==> src/rtl/alu_share_sched.sv <==
// alu_share_sched
//   Round-robin scheduler that shares one set of one's-complement arithmetic
//   units (add/sub, multiply, divide) between two requesters. One op is in
//   flight at a time. Its operands are latched and held stable for the op's
//   settle time. The result and underflow flag are registered and returned on
//   one tagged response channel.
//
//   Parameters: ADD_LAT / MUL_LAT / DIV_LAT - settle cycles per op class (>=1)
//   Optional build macro: DIV0_TRAP_EN
//     A DIV whose denominator is +0 or -0 skips EXEC. It returns
//     {15'h3FFF, 15'h0000} with rsp_uflow=1 one cycle after the handshake.
//
//   Ports:
//     clk, rst_n        clock; asynchronous active-low reset
//     req_valid[1:0]    per-requester request
//     req_ready[1:0]    per-requester accept, at most one bit high, IDLE only
//     reqN_op/a/b       op (0 ADD, 1 SUB, 2 MUL, 3 DIV), 30-bit A, 15-bit B
//     rsp_valid/ready   response handshake
//     rsp_id            requester that issued the op
//     rsp_data          30-bit one's-complement result
//     rsp_uflow         2c->1c conversion underflow from mult/div
//
//   Divide: the 30-bit numerator carries its integer part in [29:15].
//   The result is {quotient, remainder} of that integer part by B.
//   Quotient sign = sign(A) ^ sign(B); remainder sign = sign(A).
//   A zero divisor returns a quotient magnitude of 15'h3FFF and flags underflow.
module alu_share_sched #(
    parameter int unsigned ADD_LAT = 1,
    parameter int unsigned MUL_LAT = 3,
    parameter int unsigned DIV_LAT = 8
) (
    input  logic        clk,
    input  logic        rst_n,
    input  logic [1:0]  req_valid,
    output logic [1:0]  req_ready,
    input  logic [1:0]  req0_op,
    input  logic [29:0] req0_a,
    input  logic [14:0] req0_b,
    input  logic [1:0]  req1_op,
    input  logic [29:0] req1_a,
    input  logic [14:0] req1_b,
    output logic        rsp_valid,
    input  logic        rsp_ready,
    output logic        rsp_id,
    output logic [29:0] rsp_data,
    output logic        rsp_uflow
);

    localparam int unsigned MAX_LAT = (ADD_LAT > MUL_LAT)
        ? ((ADD_LAT > DIV_LAT) ? ADD_LAT : DIV_LAT)
        : ((MUL_LAT > DIV_LAT) ? MUL_LAT : DIV_LAT);
    localparam int unsigned CNT_W = $clog2(MAX_LAT + 1);

    typedef enum logic [1:0] {IDLE = 2'd0, EXEC = 2'd1, HOLD = 2'd2} state_t;
    typedef enum logic [1:0] {OP_ADD = 2'd0, OP_SUB = 2'd1, OP_MUL = 2'd2, OP_DIV = 2'd3} op_t;

    // one's-complement add with end-around carry; a single fold suffices
    function automatic logic [14:0] oc_add(input logic [14:0] x, input logic [14:0] y);
        logic [15:0] s;
        s = {1'b0, x} + {1'b0, y};
        return s[14:0] + {14'd0, s[15]};
    endfunction

    // returns {uflow, product}
    function automatic logic [30:0] oc_mult(input logic [14:0] x, input logic [14:0] y);
        logic [14:0] mx, my;
        logic [29:0] mag;
        mx  = x[14] ? ~x : x;
        my  = y[14] ? ~y : y;
        mag = {15'd0, mx} * {15'd0, my};
        return {mag[29], (x[14] ^ y[14]) ? ~mag : mag};
    endfunction

    // returns {uflow, quotient, remainder}; nh is the numerator integer part
    function automatic logic [30:0] oc_div(input logic [14:0] nh, input logic [14:0] d);
        logic [14:0] mn, md, q, r;
        logic        fl;
        mn = nh[14] ? ~nh : nh;
        md = d[14] ? ~d : d;
        if (md == '0) begin
            q  = 15'h3FFF;
            r  = '0;
            fl = 1'b1;
        end else begin
            q  = mn / md;
            r  = mn % md;
            fl = 1'b0;
        end
        return {fl, (nh[14] ^ d[14]) ? ~q : q, nh[14] ? ~r : r};
    endfunction

    state_t            state, state_nx;
    op_t               op_q, sel_op;
    logic [29:0]       a_q, sel_a;
    logic [14:0]       b_q, sel_b;
    logic              id_q, last_grant, grant, any_valid, hs, trap, capture, rsp_fire;
    logic [CNT_W-1:0]  cnt, sel_cnt;
    logic [14:0]       sum;
    logic [30:0]       mres, dres;
    logic [29:0]       res_data;
    logic              res_uflow;

    // arbitration and operand select
    always_comb begin
        any_valid = |req_valid;
        grant     = (&req_valid) ? ~last_grant : req_valid[1];
        sel_op    = op_t'(grant ? req1_op : req0_op);
        sel_a     = grant ? req1_a : req0_a;
        sel_b     = grant ? req1_b : req0_b;
        unique case (sel_op)
            OP_MUL:  sel_cnt = CNT_W'(MUL_LAT - 1);
            OP_DIV:  sel_cnt = CNT_W'(DIV_LAT - 1);
            default: sel_cnt = CNT_W'(ADD_LAT - 1);
        endcase
`ifdef DIV0_TRAP_EN
        trap = (sel_op == OP_DIV) && ((sel_b == '0) || (sel_b == '1));
`else
        trap = 1'b0;
`endif
    end

    // shared arithmetic units, driven only by the latched operands
    always_comb begin
        sum       = oc_add(a_q[14:0], (op_q == OP_SUB) ? ~b_q : b_q);
        mres      = oc_mult(a_q[14:0], b_q);
        dres      = oc_div(a_q[29:15], b_q);
        res_data  = {{15{sum[14]}}, sum};
        res_uflow = 1'b0;
        unique case (op_q)
            OP_MUL:  {res_uflow, res_data} = mres;
            OP_DIV:  {res_uflow, res_data} = dres;
            default: ;
        endcase
    end

    // FSM: state register
    always_ff @(posedge clk or negedge rst_n) begin
        if (!rst_n) state <= IDLE;
        else        state <= state_nx;
    end

    // FSM: next state
    always_comb begin
        state_nx = state;
        unique case (state)
            IDLE:    if (hs) state_nx = trap ? HOLD : EXEC;
            EXEC:    if (cnt == '0) state_nx = HOLD;
            HOLD:    if (rsp_fire) state_nx = IDLE;
            default: state_nx = IDLE;
        endcase
    end

    // FSM: outputs and strobes
    always_comb begin
        req_ready = '0;
        if (state == IDLE && any_valid) req_ready[grant] = 1'b1;
        hs       = |req_ready;
        capture  = (state == EXEC) && (cnt == '0);
        rsp_fire = rsp_valid && rsp_ready;
    end

    // Operand latch and response registers. rsp_valid is a registered stage
    // behind HOLD entry, which gives the LAT+1 request-to-response latency.
    always_ff @(posedge clk or negedge rst_n) begin
        if (!rst_n) begin
            op_q       <= OP_ADD;
            a_q        <= '0;
            b_q        <= '0;
            id_q       <= 1'b0;
            last_grant <= 1'b1;
            cnt        <= '0;
            rsp_valid  <= 1'b0;
            rsp_id     <= 1'b0;
            rsp_data   <= '0;
            rsp_uflow  <= 1'b0;
        end else begin
            if (hs) begin
                op_q       <= sel_op;
                a_q        <= sel_a;
                b_q        <= sel_b;
                id_q       <= grant;
                last_grant <= grant;
                cnt        <= sel_cnt;
                if (trap) begin
                    rsp_data  <= {15'h3FFF, 15'h0000};
                    rsp_uflow <= 1'b1;
                    rsp_id    <= grant;
                end
            end
            if (state == EXEC && cnt != '0) cnt <= cnt - CNT_W'(1);
            if (capture) begin
                rsp_data  <= res_data;
                rsp_uflow <= res_uflow;
                rsp_id    <= id_q;
            end
            rsp_valid <= (state == HOLD) && !rsp_fire;
        end
    end

endmodule

==> config.mk <==
export PLATFORM = sky130hd
export DESIGN_NAME = alu_share_sched
export DESIGN_NICKNAME = d
export VERILOG_FILES = /design/src/rtl/alu_share_sched.sv
export SDC_FILE = /design/constraint.sdc
export NUM_CORES = 1
export LEC_CHECK = 0
export BUFFER_PORTS_ARGS = -buffer_cell sky130_fd_sc_hd__clkbuf_2
export CORE_AREA = 8 8 207 209
export DETAILED_ROUTE_END_ITERATION = 10
export DIE_AREA = 0 0 215 217
export PLACE_DENSITY = 0.67
export SYNTH_ARGS = -nofsm -noshare
export SYNTH_HDL_FRONTEND = slang
export SYNTH_SLANG_ARGS = --single-unit
export TNS_END_PERCENT = 10
==> constraint.sdc <==
create_clock -name clk -period 30.2 [get_ports clk]
set_input_delay 3.02 -clock clk [delete_from_list [all_inputs] [get_ports clk]]
set_output_delay 3.02 -clock clk [all_outputs]
set_load 0.01 [all_outputs]
After elaboration in Yosys (flattened, before gate mapping)
Cells that the tools add are included.
- add/sub/neg operators: 3
- div/mod/pow operators: 2
- $lt $le $gt $ge: 2
- multiplexer cells: 26
- shifts and indexed selects: 0
- multipliers: 1
- bitwise logic cells: 9
- reductions and logical operators: 16
- equality and inequality tests: 10
- operator list (operator ; number):
    $mux W15 ; 9
    $not A15 Y15 ; 5
    $mux W30 ; 2
    $pmux W30 S2 ; 1
    $mul A15 B15 Y30 ; 1
    $not A30 Y30 ; 1
    $add A15 B15 Y16 ; 1
    $add A15 B1 Y15 ; 1
    $div A15 B15 Y15 ; 1
    $logic_not A15 Y1 ; 1
    $mod A15 B15 Y15 ; 1
    $eq A2 B2 Y1 const B ; 5
    $mux W2 ; 5
    $mux W4 ; 2
    $logic_and A1 B1 Y1 ; 6
    $ne A2 B2 Y1 const B ; 3
    $pmux W2 S3 ; 1
    $pmux W3 S2 ; 1
    $eq A2 B1 Y1 const B ; 2
    $logic_not A4 Y1 ; 1
    $reduce_bool A4 Y1 ; 1
    $reduce_or A2 Y1 ; 2
    $sub A4 B1 Y4 const B ; 1
    $mux W1 ; 3
    11 further kinds ; 12
- RAM bits: 0
- word-level logic and storage cells: 80
- bits in latches: 0
- bits in registers: 88
- memories: 0
- output and inout port bits: 35
- ROM bits: 0
- bits of input ports: 99

Longest topological paths before layout
- word-level depth: 10
- depth in mapped cells: 124
- gate-level depth less buffers: 113

Worst setup path before layout
No wires, ideal clock.
- path kind: reg-to-reg
- start point: register b_q[14]
- end point: register rsp_data[6]
- setup time: 131 ps
- period minus slack after synthesis: 26001 ps
- data required time: 30069 ps
- data arrival time: 25870 ps
- cell stages (with the launch flop): 116
- path buffers: 12
- path slack: 4199 ps
- path through: dfrtp_1 -> buf_2 -> buf_2 -> xnor2_1 -> clkbuf_1 -> ha_1 -> o21a_1 -> o22ai_1 -> o31a_1 -> a21oi_1 -> ha_1 -> o211ai_1 -> a21o_1 -> or4b_2 -> o21ai_2 -> ha_1 -> o21a_1 -> o22ai_1 -> [80 not listed] -> nand2b_1 -> clkbuf_1 -> clkbuf_1 -> nor2_1 -> a21oi_1 -> ha_1 -> nor2b_1 -> o31a_1 -> o211ai_1 -> a21oi_1 -> o31a_1 -> o221a_2 -> o22a_1 -> a2111oi_4 -> nor2_4 -> mux2_2 -> a211oi_1 -> nor3_2
- cells in the longest elaborated chain, start to end: 7
- elaborated cells on any way between the ends: 15
- those cells by class: add/sub: 2; mul: 1; div: 1; mux: 6; bitwise: 4; reduce/logical: 1
- ends and longest elaborated chain (element ; line ; source):
    start: declaration ; 95 ; logic [14:0] b_q, sel_b;
    start signal: assignment ; 180 ; b_q <= sel_b;
    $not A15 Y15 ; 79, 124 ;
    $mux W15 ; 69, 79 ;
    $mod A15 B15 Y15 or $logic_not A15 Y1 (tied branches) ; 86, 80 ;
    $mux W15 ; 80 ; if (md == '0) begin
    $not A15 Y15 ; 89 ; return {fl, (nh[14] ^ d[14]) ? ~q : q, nh[14] ? ~r : r};
    $mux W15 ; 89 ;
    $pmux W30 S2 * ; 129 ; unique case (op_q)
    end signal: assignment ; 185 ; rsp_data <= {15'h3FFF, 15'h0000};
    end signal: assignment ; 192 ; rsp_data <= res_data;
    end: declaration ; 45 ; output logic [29:0] rsp_data,
Mark *: on every way between the ends. The rest lies on a longest branch, timed or not.
A chain may end at the register's enable or synchronous reset.

Final worst setup path
Same ends and word-level chain as after synthesis.

==> run metrics <==
core area 39460 µm²; Die Span Y 217 µm; Post-Syn Nets 2958; drt drc 0; Clock Sinks 88; most frequent cells after synthesis nand2_1 (304), nor2_1 (253), ha_1 (244), inv_1 (239), xnor2_1 (147); post-synth top area share 15.64%; Synth cell types approximately 90; critical path class flip-flop to flip-flop; Hold Crit Class flip-flop to flip-flop; Critical Path Start Type flip-flop; GR Overflow Total 0; sequential fraction of the synthesis area 11.29%; final slew viol count 0; Placed Cells 3076; CP Capture Type flip-flop; proportion of layout cells with a drive suffix above 1 10.59%; Max-Cap Viols 0; Setup Total Neg Slack 0 ps; Tcrit/Tclk final 92.82%; worst skew pair latency 400 ps; drt first pass iters 5; syn avg cell area 7.901 µm²; Synth Instances between 2k and 2.5k; row cnt 73; WL final 67980 µm; FMAX approximately 0.036 GHz; FF-to-FF Start b_q[14]$_DFFE_PN0P_; Synth area leaders ha_1 (16%), fa_1 (15%), dfrtp_1 (11%); CP max stage cell a2111o_1; final net count approximately 3.1k; CP peak stage delay between 600 and 700 ps; global-route wire length before repair 107500 µm; number of port buffers around 130; vias in the first global route 18.98k; fin cells 3095; global placement routability congestion 0.9946; Worst-path clk slew about 80 ps; RSZ-0062 raised after global routing false; largest net degree at the start of global routing 67; final worst-path setup slack 2169 ps; min-delay src id_q$_DFFE_PN0P_; hold buffers post-CTS 0; most frequent CP cell ha_1; Starting Density 49.46%; antenna violations before repair 0; Post-synth EDFFs 0; Worst EP required 30480 ps; reg2reg setup slack 2170 ps; chip width 215 µm; DR vias 18.86k; Ports 134; CTS Buf Count 9; H-tree depth 3; Die ar. 46660 µm²; Crit path arrival time approximately 28000 ps; fin crit period 28030 ps; DP Wirelength about 54000 µm; Synth area leader ha_1; DRT antenna net count 0; overall global routing resource usage 28.97%; Worst Setup SP b_q[14]$_DFFE_PN0P_; most common cell in the netlist nand2_1; Yosys Warn Count 0; asr flop ratio synth 100.0%; clk_skew 16.34 ps; Crit Path Max Fanout 29; root buffer cell clkbuf_16; routed len/inst 21.96 µm; CTS tree built; # setup viols final 0; #FFs+latches synth between 80 and 90; area grow syn2layout 8.796%; Synth Cell Area 19520 µm²; CTS Buffer Depth 2; worst slew pin tran 1257 ps; Slew Limit Headroom 15.91%; Final Hold Fails 0; post-place setup slack between 1000 and 1500 ps; drt via density 6.095; drt initial violations 1501; top_reg_cell synth dfrtp_1; outcome finished clean
what timing repair did:
item                       CTS  global route
resized for setup            0            10
setup endpoints to repair    0            16
buffers inserted             0             2
final timing paths:
| path | to | cells after the start |
|---|---|---|
| hold / removal | rsp_id$_DFFE_PN0P_ | 2 |
| setup reg to reg | rsp_data[6]$_DFFE_PN0P_ | 104 |
| hold reg to reg | rsp_id$_DFFE_PN0P_ | 2 |
| min in group asynchronous | op_q[0]$_DFFE_PN0P_ | 1 |
| max in group asynchronous | a_q[29]$_DFFE_PN0P_ | 2 |
| setup / recovery | rsp_data[6]$_DFFE_PN0P_ | 104 |
layer usage:
layer / wire, µm / share of wire, % / global-route usage, % / up-vias
met2: 30270 / 45 / 46.32 / 732
met5: 0 / 0 / 0 / -
li1: - / - / - / 8769
met4: 2171 / 3.2 / 9.237 / 0
met1: 30340 / 45 / 39.01 / 9223
met3: 5196 / 7.6 / 5.922 / 139
sequential cells by signal, summed over array words and instances, names as in the netlist:
| signal | cells |
|---|---|
| a_q | 30 |
| b_q | 15 |
| cnt | 4 |
| id_q | 1 |
| last_grant | 1 |
| op_q | 2 |
| rsp_data | 30 |
| rsp_id | 1 |
| rsp_uflow | 1 |
| rsp_valid | 1 |
| state | 2 |
metrics by stage:
stage / area (µm²) / util, % / hold WS (ps)
2_1_floorplan: 19520 / - / 439.5
3_3_place_gp: 20840 / 52.83 / 463.5
3_5_place_dp: 20840 / 52.83 / 463.6
4_1_cts: 21170 / 53.66 / 473.5
5_1_grt: 21230 / 53.81 / 515.3
6_report: 21230 / 53.81 / 471.3
cell type report:
cell class	count	area, µm²
Fill cell	3804	18230
Clock inverter	6	100.1
Inverter	239	897.1
Multi-Input combinational cell	2052	16170
Tap cell	525	656.9
Sequential cell	88	2206
Clock buffer	10	229.0
Antenna cell	1	2.502
Timing Repair Buffer	174	975.9
worst max-delay path, delay by kind of cell (launching register included):
kind,cells,cell delay [ps]
AO/OA/AOI/OAI,60,15800
XOR/XNOR,1,160
adder cells (fa/ha/maj),14,4640
buffers and inverters,6,1540
flip-flops,1,360
multiplexers,5,1610
AND/OR/NAND/NOR,18,3700
cell usage in the layout, fill, tap and decap left out, types with 39 or more instances in the layout:
master	Yosys	routed
nand2_1	304	304
nor2_1	253	251
ha_1	244	244
inv_1	239	239
fa_1	145	145
xnor2_1	147	144
clkbuf_2	0	132
a21oi_1	113	112
o21ai_0	101	101
dfrtp_1	87	85
xor2_1	80	77
nor3_1	60	59
a22oi_1	50	50
o21a_1	44	43
buf_4	2	42
nand3_1	41	41
a21o_1	40	39
kinds of logic (layout without fill, tap and decap cells):
family          Yosys count  after routing  share of synthesized area [%]
buf+inv                 330            429                          6.501
xor+xnor                227            227                          10.19
flops                    88             88                          11.29
simple gates            819            819                          18.98
compound gates          575            575                          20.26
fa+ha+maj               389            389                          30.52
other cells               1              2                        0.01921
mux                      41             41                          2.250
Power is not shown: default switching activity piles up to over one toggle a cycle in this logic, so the estimate is an artifact.
